`src/rtl/pair_loop_gen.sv`:
```
// pair_loop_gen
// Nested-loop address generator for the tracklet stub-pair engines. Each start
// pulse latches the event sizes and walks every (outer, inner) address pair,
// one pair per accepted (valid && ready) cycle. In rectangular mode it covers
// memory 1 x memory 2. In triangle mode it covers the unique pairs i<j of
// memory 1 only.
//
// Ports:
//   clk, reset_n          clock, asynchronous active-low reset
//   start                 one-cycle pulse, (re)starts an event loop
//   number1in, number2in  entry counts of memory 1 / memory 2, sampled at start
//   triangle              sampled at start; 1 = unique pairs within memory 1
//   ready                 downstream accepts the presented pair
//   readadd1, readadd2    outer / inner read address of the presented pair
//   valid, last           pair present / pair is the final one of the event
//   busy                  loop in progress
//   done                  one-cycle pulse when the loop completes
//   pair_count            pairs accepted since the last start
module pair_loop_gen #(
    parameter int ADDR_W = 6,
    parameter int CNT_W  = 12
) (
    input  logic              clk,
    input  logic              reset_n,
    input  logic              start,
    input  logic [ADDR_W-1:0] number1in,
    input  logic [ADDR_W-1:0] number2in,
    input  logic              triangle,
    input  logic              ready,
    output logic [ADDR_W-1:0] readadd1,
    output logic [ADDR_W-1:0] readadd2,
    output logic              valid,
    output logic              last,
    output logic              busy,
    output logic              done,
    output logic [CNT_W-1:0]  pair_count
);

    localparam logic [ADDR_W-1:0] ADDR_ZERO = {ADDR_W{1'b0}};
    localparam logic [ADDR_W-1:0] ADDR_ONES = {ADDR_W{1'b1}};
    localparam logic [ADDR_W-1:0] ADDR_ONE  = {{(ADDR_W-1){1'b0}}, 1'b1};
    localparam logic [ADDR_W-1:0] ADDR_TWO  = {{(ADDR_W-2){1'b0}}, 2'b10};
    localparam logic [CNT_W-1:0]  CNT_ZERO  = {CNT_W{1'b0}};
    localparam logic [CNT_W-1:0]  CNT_ONE   = {{(CNT_W-1){1'b0}}, 1'b1};

    typedef enum logic [0:0] {
        IDLE = 1'b0,
        RUN  = 1'b1
    } state_t;

    state_t            state_r, state_s;
    logic [ADDR_W-1:0] n1_r, n1_s;
    logic [ADDR_W-1:0] n2_r, n2_s;
    logic              tri_mode_r, tri_mode_s;
    logic [ADDR_W-1:0] addr1_s, addr2_s;
    logic              valid_s, last_s, busy_s, done_s;
    logic [CNT_W-1:0]  count_s;
    logic [ADDR_W-1:0] start_n2_s;
    logic [ADDR_W-1:0] start_j0_s;
    logic              start_empty_s;
    logic              inner_wrap_s;
    logic [ADDR_W-1:0] next_i_s, next_j_s;

    // True when (i, j) is the final pair of an event with sizes n1/n2. The
    // callers only use it for non-empty events, so n-1 and n-2 never wrap.
    function automatic logic is_final_pair(
        input logic [ADDR_W-1:0] i,
        input logic [ADDR_W-1:0] j,
        input logic [ADDR_W-1:0] n1,
        input logic [ADDR_W-1:0] n2,
        input logic              tri_mode
    );
        logic [ADDR_W-1:0] i_last;
        i_last = tri_mode ? (n1 - ADDR_TWO) : (n1 - ADDR_ONE);
        return (i == i_last) && (j == (n2 - ADDR_ONE));
    endfunction

    // Next-state and next-output logic for the loop controller.
    always_comb begin
        state_s    = state_r;
        n1_s       = n1_r;
        n2_s       = n2_r;
        tri_mode_s = tri_mode_r;
        addr1_s    = readadd1;
        addr2_s    = readadd2;
        valid_s    = valid;
        last_s     = last;
        busy_s     = busy;
        done_s     = 1'b0;
        count_s    = pair_count;

        // In triangle mode both loops index memory 1.
        start_n2_s    = triangle ? number1in : number2in;
        start_j0_s    = triangle ? ADDR_ONE : ADDR_ZERO;
        start_empty_s = (number1in == ADDR_ZERO) || (start_n2_s == ADDR_ZERO) ||
                        (triangle && (number1in < ADDR_TWO));

        // Successor of the presented pair; the inner index varies fastest and
        // restarts at i+1 for the next outer index in triangle mode.
        inner_wrap_s = (readadd2 == (n2_r - ADDR_ONE));
        if (inner_wrap_s) begin
            next_i_s = readadd1 + ADDR_ONE;
            next_j_s = tri_mode_r ? (readadd1 + ADDR_TWO) : ADDR_ZERO;
        end else begin
            next_i_s = readadd1;
            next_j_s = readadd2 + ADDR_ONE;
        end

        // A start always wins, including over a final acceptance in RUN.
        if (start) begin
            n1_s       = number1in;
            n2_s       = start_n2_s;
            tri_mode_s = triangle;
            count_s    = CNT_ZERO;
            if (start_empty_s) begin
                state_s = IDLE;
                addr1_s = ADDR_ONES;
                addr2_s = ADDR_ONES;
                valid_s = 1'b0;
                last_s  = 1'b0;
                busy_s  = 1'b0;
                done_s  = 1'b1;
            end else begin
                state_s = RUN;
                addr1_s = ADDR_ZERO;
                addr2_s = start_j0_s;
                valid_s = 1'b1;
                last_s  = is_final_pair(ADDR_ZERO, start_j0_s, number1in, start_n2_s, triangle);
                busy_s  = 1'b1;
            end
        end else begin
            case (state_r)
                IDLE: begin
                    state_s = IDLE;
                end
                RUN: begin
                    if (valid && ready) begin
                        count_s = pair_count + CNT_ONE;
                        if (last) begin
                            // Addresses keep showing the final pair.
                            state_s = IDLE;
                            valid_s = 1'b0;
                            last_s  = 1'b0;
                            busy_s  = 1'b0;
                            done_s  = 1'b1;
                        end else begin
                            addr1_s = next_i_s;
                            addr2_s = next_j_s;
                            last_s  = is_final_pair(next_i_s, next_j_s, n1_r, n2_r, tri_mode_r);
                        end
                    end else begin
                        state_s = RUN;
                    end
                end
                default: begin
                    state_s = IDLE;
                    valid_s = 1'b0;
                    last_s  = 1'b0;
                    busy_s  = 1'b0;
                end
            endcase
        end
    end

    // State, latched event parameters and registered outputs.
    always_ff @(posedge clk or negedge reset_n) begin
        if (!reset_n) begin
            state_r    <= IDLE;
            n1_r       <= ADDR_ZERO;
            n2_r       <= ADDR_ZERO;
            tri_mode_r <= 1'b0;
            readadd1   <= ADDR_ONES;
            readadd2   <= ADDR_ONES;
            valid      <= 1'b0;
            last       <= 1'b0;
            busy       <= 1'b0;
            done       <= 1'b0;
            pair_count <= CNT_ZERO;
        end else begin
            state_r    <= state_s;
            n1_r       <= n1_s;
            n2_r       <= n2_s;
            tri_mode_r <= tri_mode_s;
            readadd1   <= addr1_s;
            readadd2   <= addr2_s;
            valid      <= valid_s;
            last       <= last_s;
            busy       <= busy_s;
            done       <= done_s;
            pair_count <= count_s;
        end
    end

endmodule

```
`config.mk`:
```
export PLATFORM = sky130hd
export DESIGN_NAME = pair_loop_gen
export DESIGN_NICKNAME = d
export VERILOG_FILES = /design/src/rtl/pair_loop_gen.sv
export SDC_FILE = /design/constraint.sdc
export NUM_CORES = 1
export LEC_CHECK = 0
export CAP_MARGIN = 20
export CELL_PAD_IN_SITES_DETAIL_PLACEMENT = 1
export CELL_PAD_IN_SITES_GLOBAL_PLACEMENT = 1
export CORE_ASPECT_RATIO = 1.5
export CORE_MARGIN = 4
export CORE_UTILIZATION = 45
export CTS_BUF_LIST = sky130_fd_sc_hd__clkbuf_16
export CTS_CLUSTER_DIAMETER = 40
export DETAILED_ROUTE_END_ITERATION = 16
export PLACE_DENSITY_LB_ADDON = 0.1
export SLEW_MARGIN = 20
export SYNTH_ARGS = -nofsm -noshare
export SYNTH_HDL_FRONTEND = slang
export SYNTH_SLANG_ARGS = --single-unit
```
`constraint.sdc`:
```
create_clock -name clk -period 5.6 [get_ports clk]
set_input_delay 0.84 -clock clk [delete_from_list [all_inputs] [get_ports clk]]
set_output_delay 0.84 -clock clk [all_outputs]
set_load 0.02 [all_outputs]
```
==> Yosys cells after proc, flatten, opt, wreduce, memory -nomap -nowiden <==
Index checks and enable logic that the tools add are counted.
W data, S select, Z words.
{ "totals": {"register_bits": 41, "inputBits": 17, "out_inout_bits": 28, "word_cells": 81} }
{ "op_classes": {"add_sub_neg": 10, "order_cmp": 1, "n_eq_ne": 5, "n_mux": 39, "bitwise_logic": 1, "n_reduce_logical": 15} }
{ "op_table": {"columns": ["operator", "count"], "rows": [
  ["$mux W6", 16],
  ["$mux W12", 3],
  ["$sub A6 B1 Y6 const B", 4],
  ["$mux W1", 19],
  ["$eq A6 B6 Y1", 3],
  ["$logic_not A6 Y1", 3],
  ["$add A12 B1 Y12 const B", 1],
  ["$add A6 B1 Y6 const B", 2],
  ["$sub A6 B2 Y6 const B", 2],
  ["$add A6 B2 Y6 const B", 1],
  ["$eq A1 B6 Y1", 1],
  ["$lt A6 B2 Y1 const B", 1],
  ["$reduce_and A3 Y1", 2],
  ["$reduce_bool A2 Y1", 3],
  ["$logic_and A1 B1 Y1", 4],
  ["$logic_or A1 B1 Y1", 2],
  ["$ne A2 B2 Y1 const B", 1],
  ["$pmux W1 S2", 1],
  ["$reduce_and A2 Y1", 1],
  ["$not A1 Y1", 1]
]} }

==> Depth between registers and ports, before layout <==
{ "logic_depth": {"word_depth": 9, "ltp_mapped": 10, "ltp_nobuf": 9} }

==> Worst setup path after synthesis <==
OpenSTA, ideal clock, no wires.
{ "synth_timing": {"path_kind": "input to register", "start": "in triangle", "end": "reg last", "setup_ns": 0.120, "arrival_ns": 2.322, "required_time_ns": 5.480, "slack_ns": 3.159, "path_stages": 9, "n_path_buf": 1, "path_cell_list": "clkbuf_1 mux2i_1 ha_1 nand3_1 o22ai_1 nor4_1 nand4_1 o21ai_0 a31o_1"} }
{ "synth_via": {"elab_chain_len": 6, "elab_cells_between_ends": 13, "classes_between": "add/sub: 1; eq/ne: 1; mux: 5; reduce/logical: 6"} }
{ "synth_lines": {"columns": ["element", "line_no", "text"], "rows": [
  ["start: declaration", "28", "input logic triangle,"],
  ["$mux W6", "93", "start_n2_s = triangle ? number1in : number2in;"],
  ["$sub A6 B1 Y6 or $logic_not A6 Y1 (tied branches)", "75, 95", null],
  ["$eq A1 B6 Y1 or $logic_or A1 B1 Y1 (tied branches)", "75, 95", null],
  ["$logic_and A1 B1 Y1 or $logic_or A1 B1 Y1 (tied branches)", "75, 95", null],
  ["$mux W1 *", "115", "if (start_empty_s) begin"],
  ["$mux W1 *", "110", "if (start) begin"],
  ["end signal: assignment", "187", "last <= last_s;"],
  ["end: declaration", "33", "output logic last,"]
]} }
Every way passes the cells marked *; elsewhere a longest branch is shown, timed or not.
A chain may end at the register's enable or synchronous reset.

==> Worst setup path after layout <==
{ "layout_timing": {"start": "in triangle", "end": "reg busy"} }
{ "layout_via": {"elab_chain_len": 6, "elab_cells_between_ends": 7, "classes_between": "mux: 3; reduce/logical: 4"} }
{ "layout_lines": {"columns": ["element", "line_no", "text"], "rows": [
  ["$mux W6", "93", null],
  ["$logic_not A6 Y1", "95", "start_empty_s = (number1in == ADDR_ZERO) || (start_n2_s == ADDR_ZERO) ||"],
  ["$logic_or A1 B1 Y1", "95", null],
  ["$logic_or A1 B1 Y1 *", "95", null],
  ["$mux W1 *", "115", null],
  ["$mux W1 *", "110", null],
  ["end signal: assignment", "188", "busy <= busy_s;"],
  ["end: declaration", "34", "output logic busy,"]
]} }
Marked as above.

==> impl_metrics.ini <==
[timing]
layout_setup_ws_ps = 2410
worst_pin_slew_ps = 932
setup_viol = 0
tns_ps = 0
period_share = 0.570
hold_viol = 0
rsz0062_at_grt = false
slew_violations = 0
max_freq_mhz = 313
skew_ps = 5.48
fin_crit_ps = 3190
slew_headroom = 0.379
holdWs_ps = 559

[floorplanning]
die_h_um = 109
dieWidth_um = 75.2
core_area_sq_mm = 0.00653
io_pins = 45
fp-row-count = 36
start_util = 0.466
die-area_sq_mm = 0.00818

[yosys]
syn_area_sq_mm = 0.00305
syn-instance-count = 341
ys_ff_latch = 41
ys_async_sr_fraction = 1.00
seq_area_frac_synth = 0.342
ys.flop_type = dfrtp_1
yosysWarnings = 0
synthesis.nets = 371
syn_area_per_cell_sq_um = 8.93
synth_cell_types = 53
synth_edf_count = 0

[worst_setup_path]
start_kind = input port
timing_worst_setup_path_type = in -> reg
required_ps = 5820
crit_family = buffers and inverters
endpoint_kind = flip-flop
cp.depth = 7
rr_worst_depth = 9
critPathBufInv = 1
cp_cell_sequence = clkdlybuf4s50_1 > mux2i_1 > ha_1 > nand3_1 > o22ai_1 > nor2_1 > a31o_2
cp_data_arrival_time_ps = 3420
cpPeakStageDelay_ps = 890
path_max_fanout = 16
reg2reg_slack_ps = 2800
cpMaxStageDelayCell = clkdlybuf4s50_1

[flow_run]
max-cap-violations = 0

[power]
p_total_uw = 898
leakage_uw = 0.00149
irDropWorstVdd_mv = 0.199
powerDensity_mw_per_mm2 = 247

[grt]
grt_first_pass_wirelength_mm = 14.6
grt.total_usage = 0.235
grt_pass1_vias = 2865
antenna_found_initial = 0
grt_max_degree = 44
grt-ovfl-total = 0

[layout]
final_cell_mix = clkdlybuf4s50_1 (43), nand2_1 (39), nor2_1 (36), dfrtp_1 (29), xnor2_1 (26)
num_antenna_cells = 0
syn_to_final_growth_pct = 19.5
drive_above_1_share = 0.106
final_net_count = 406
stdcell_count = 453
final_common_cell = clkdlybuf4s50_1

[detailed_routing]
drtIter0Drc = 150
drt-vias-per-instance = 5.74
drc = 0
num_vias = 2598
routedWlPerCell_um = 19.0
routed_wl_mm = 8.60
ant_nets = 0
dr.pass1.iters = 4

[clocking]
clock_path_buffers = 2
clock-sinks = 41
ctsResizeCount = 0
cts_root_buf = clkbuf_16
postCtsHoldBufs = 0
cts_tree = built
htree_levels = 2
path_clk_slew_ps = 60
clk_latency_ps = 280
cts_setup_buffers = 0
cts_made_buffers = 5

[placement]
dp_hpwl_mm = 6.54
io_buffers = 44
gp_congestion = 0.811
place_ws_ps = 2170
place_inst = 445

[min_path]
hold_class = reg -> reg
hold_depth = 2

[status]
status = complete, no violations
-- logic make-up (layout without fill, tap and decap cells) --
group | Yosys count | after routing | share of synthesized area
AOI/OAI and AO/OA | 57 | 57 | 0.114
xor gates and xnor gates | 55 | 55 | 0.179
adders and majority gates | 13 | 13 | 0.0534
buffers and inverters | 28 | 64 | 0.0407
DFF | 41 | 41 | 0.342
muxes | 14 | 14 | 0.0522
and+or+nand+nor | 133 | 133 | 0.219
-- worst reg2reg max path, stage by stage (launching register included) --
cell	delay, ps
dfrtp_1	420
inv_1	110
ha_1	210
xor3_1	440
nor3_2	220
nand3_1	230
nor2_2	410
a21oi_1	80
nor4_1	400
a31o_1	220
-- area by class of cell --
cell class | instances | area, sq um
sequential | 41 | 1040
fill | 768 | 2890
inverter | 11 | 41.3
timing repair buffer | 45 | 443
clock inverter | 3 | 15.0
tap | 76 | 95.1
clock buffer | 5 | 125
multi-input combinational | 272 | 1880
-- final timing paths --
check,start,to
worst max-delay path,triangle,busy$_DFFE_PN0P_
worst min register to register,pair_count[11]$_DFFE_PN0P_,pair_count[11]$_DFFE_PN0P_
min in group asynchronous,reset_n,n2_r[1]$_DFFE_PN0P_
worst min-delay path,pair_count[11]$_DFFE_PN0P_,pair_count[11]$_DFFE_PN0P_
max in group asynchronous,reset_n,pair_count[1]$_DFFE_PN0P_
worst max register to register,n2_r[0]$_DFFE_PN0P_,last$_DFFE_PN0P_
-- metal layers --
metal	global-route usage	up-vias	part of all wire
met5	0	-	0
li1	-	1242	-
met3	0.0323	14	0.025
met2	0.409	44	0.53
met4	0.0738	0	0.022
met1	0.294	1298	0.43
-- cells in the mapped netlist, types with 2 or more instances --
library cell  instances  area [sq um]
nand4_1               5          31.3
dfrtp_1              29           726
a31o_2                3          26.3
nor3_2                3          30.0
mux2_2                5          56.3
a21oi_1              22           110
nor4_1                2          12.5
nor2_1               36           135
o21ai_0              14          70.1
xnor2_1              26           228
and2_1                4          25.0
a31oi_1               4          25.0
buf_6                 2          22.5
ha_1                 13           163
nand3_1              16          80.1
clkbuf_1             14          52.6
xor2_1               24           210
and3_1                3          18.8
xnor3_1               3          67.6
nor3_1                9          45.0
nand2b_1              2          12.5
mux2i_1               8          80.1
inv_1                11          41.3
o2111ai_1             2          17.5
a221oi_1              2          17.5
nand2_1              39           146
nor2b_1               3          18.8
dfstp_2              12           315
-- power by group --
part / internal [uW] / switching (uW)
Combinational: 121 / 138
Sequential: 323 / 37.5
Clock: 162 / 116
-- flip-flops by register name, indices dropped and copies added, names as in the netlist --
name	count
done	1
last	1
n2_r	6
busy	1
pair_count	12
readadd1	6
tri_mode_r	1
readadd2	6
n1_r	6
state_r	1
-- per-stage QoR --
stage                      util  instance area (sq um)
after floorplan               -                   3050
after global placement    0.536                   3500
after detailed placement  0.536                   3500
after CTS                 0.558                   3640
after global routing      0.558                   3640
final                     0.558                   3640
(Power assumes the default switching activity.)
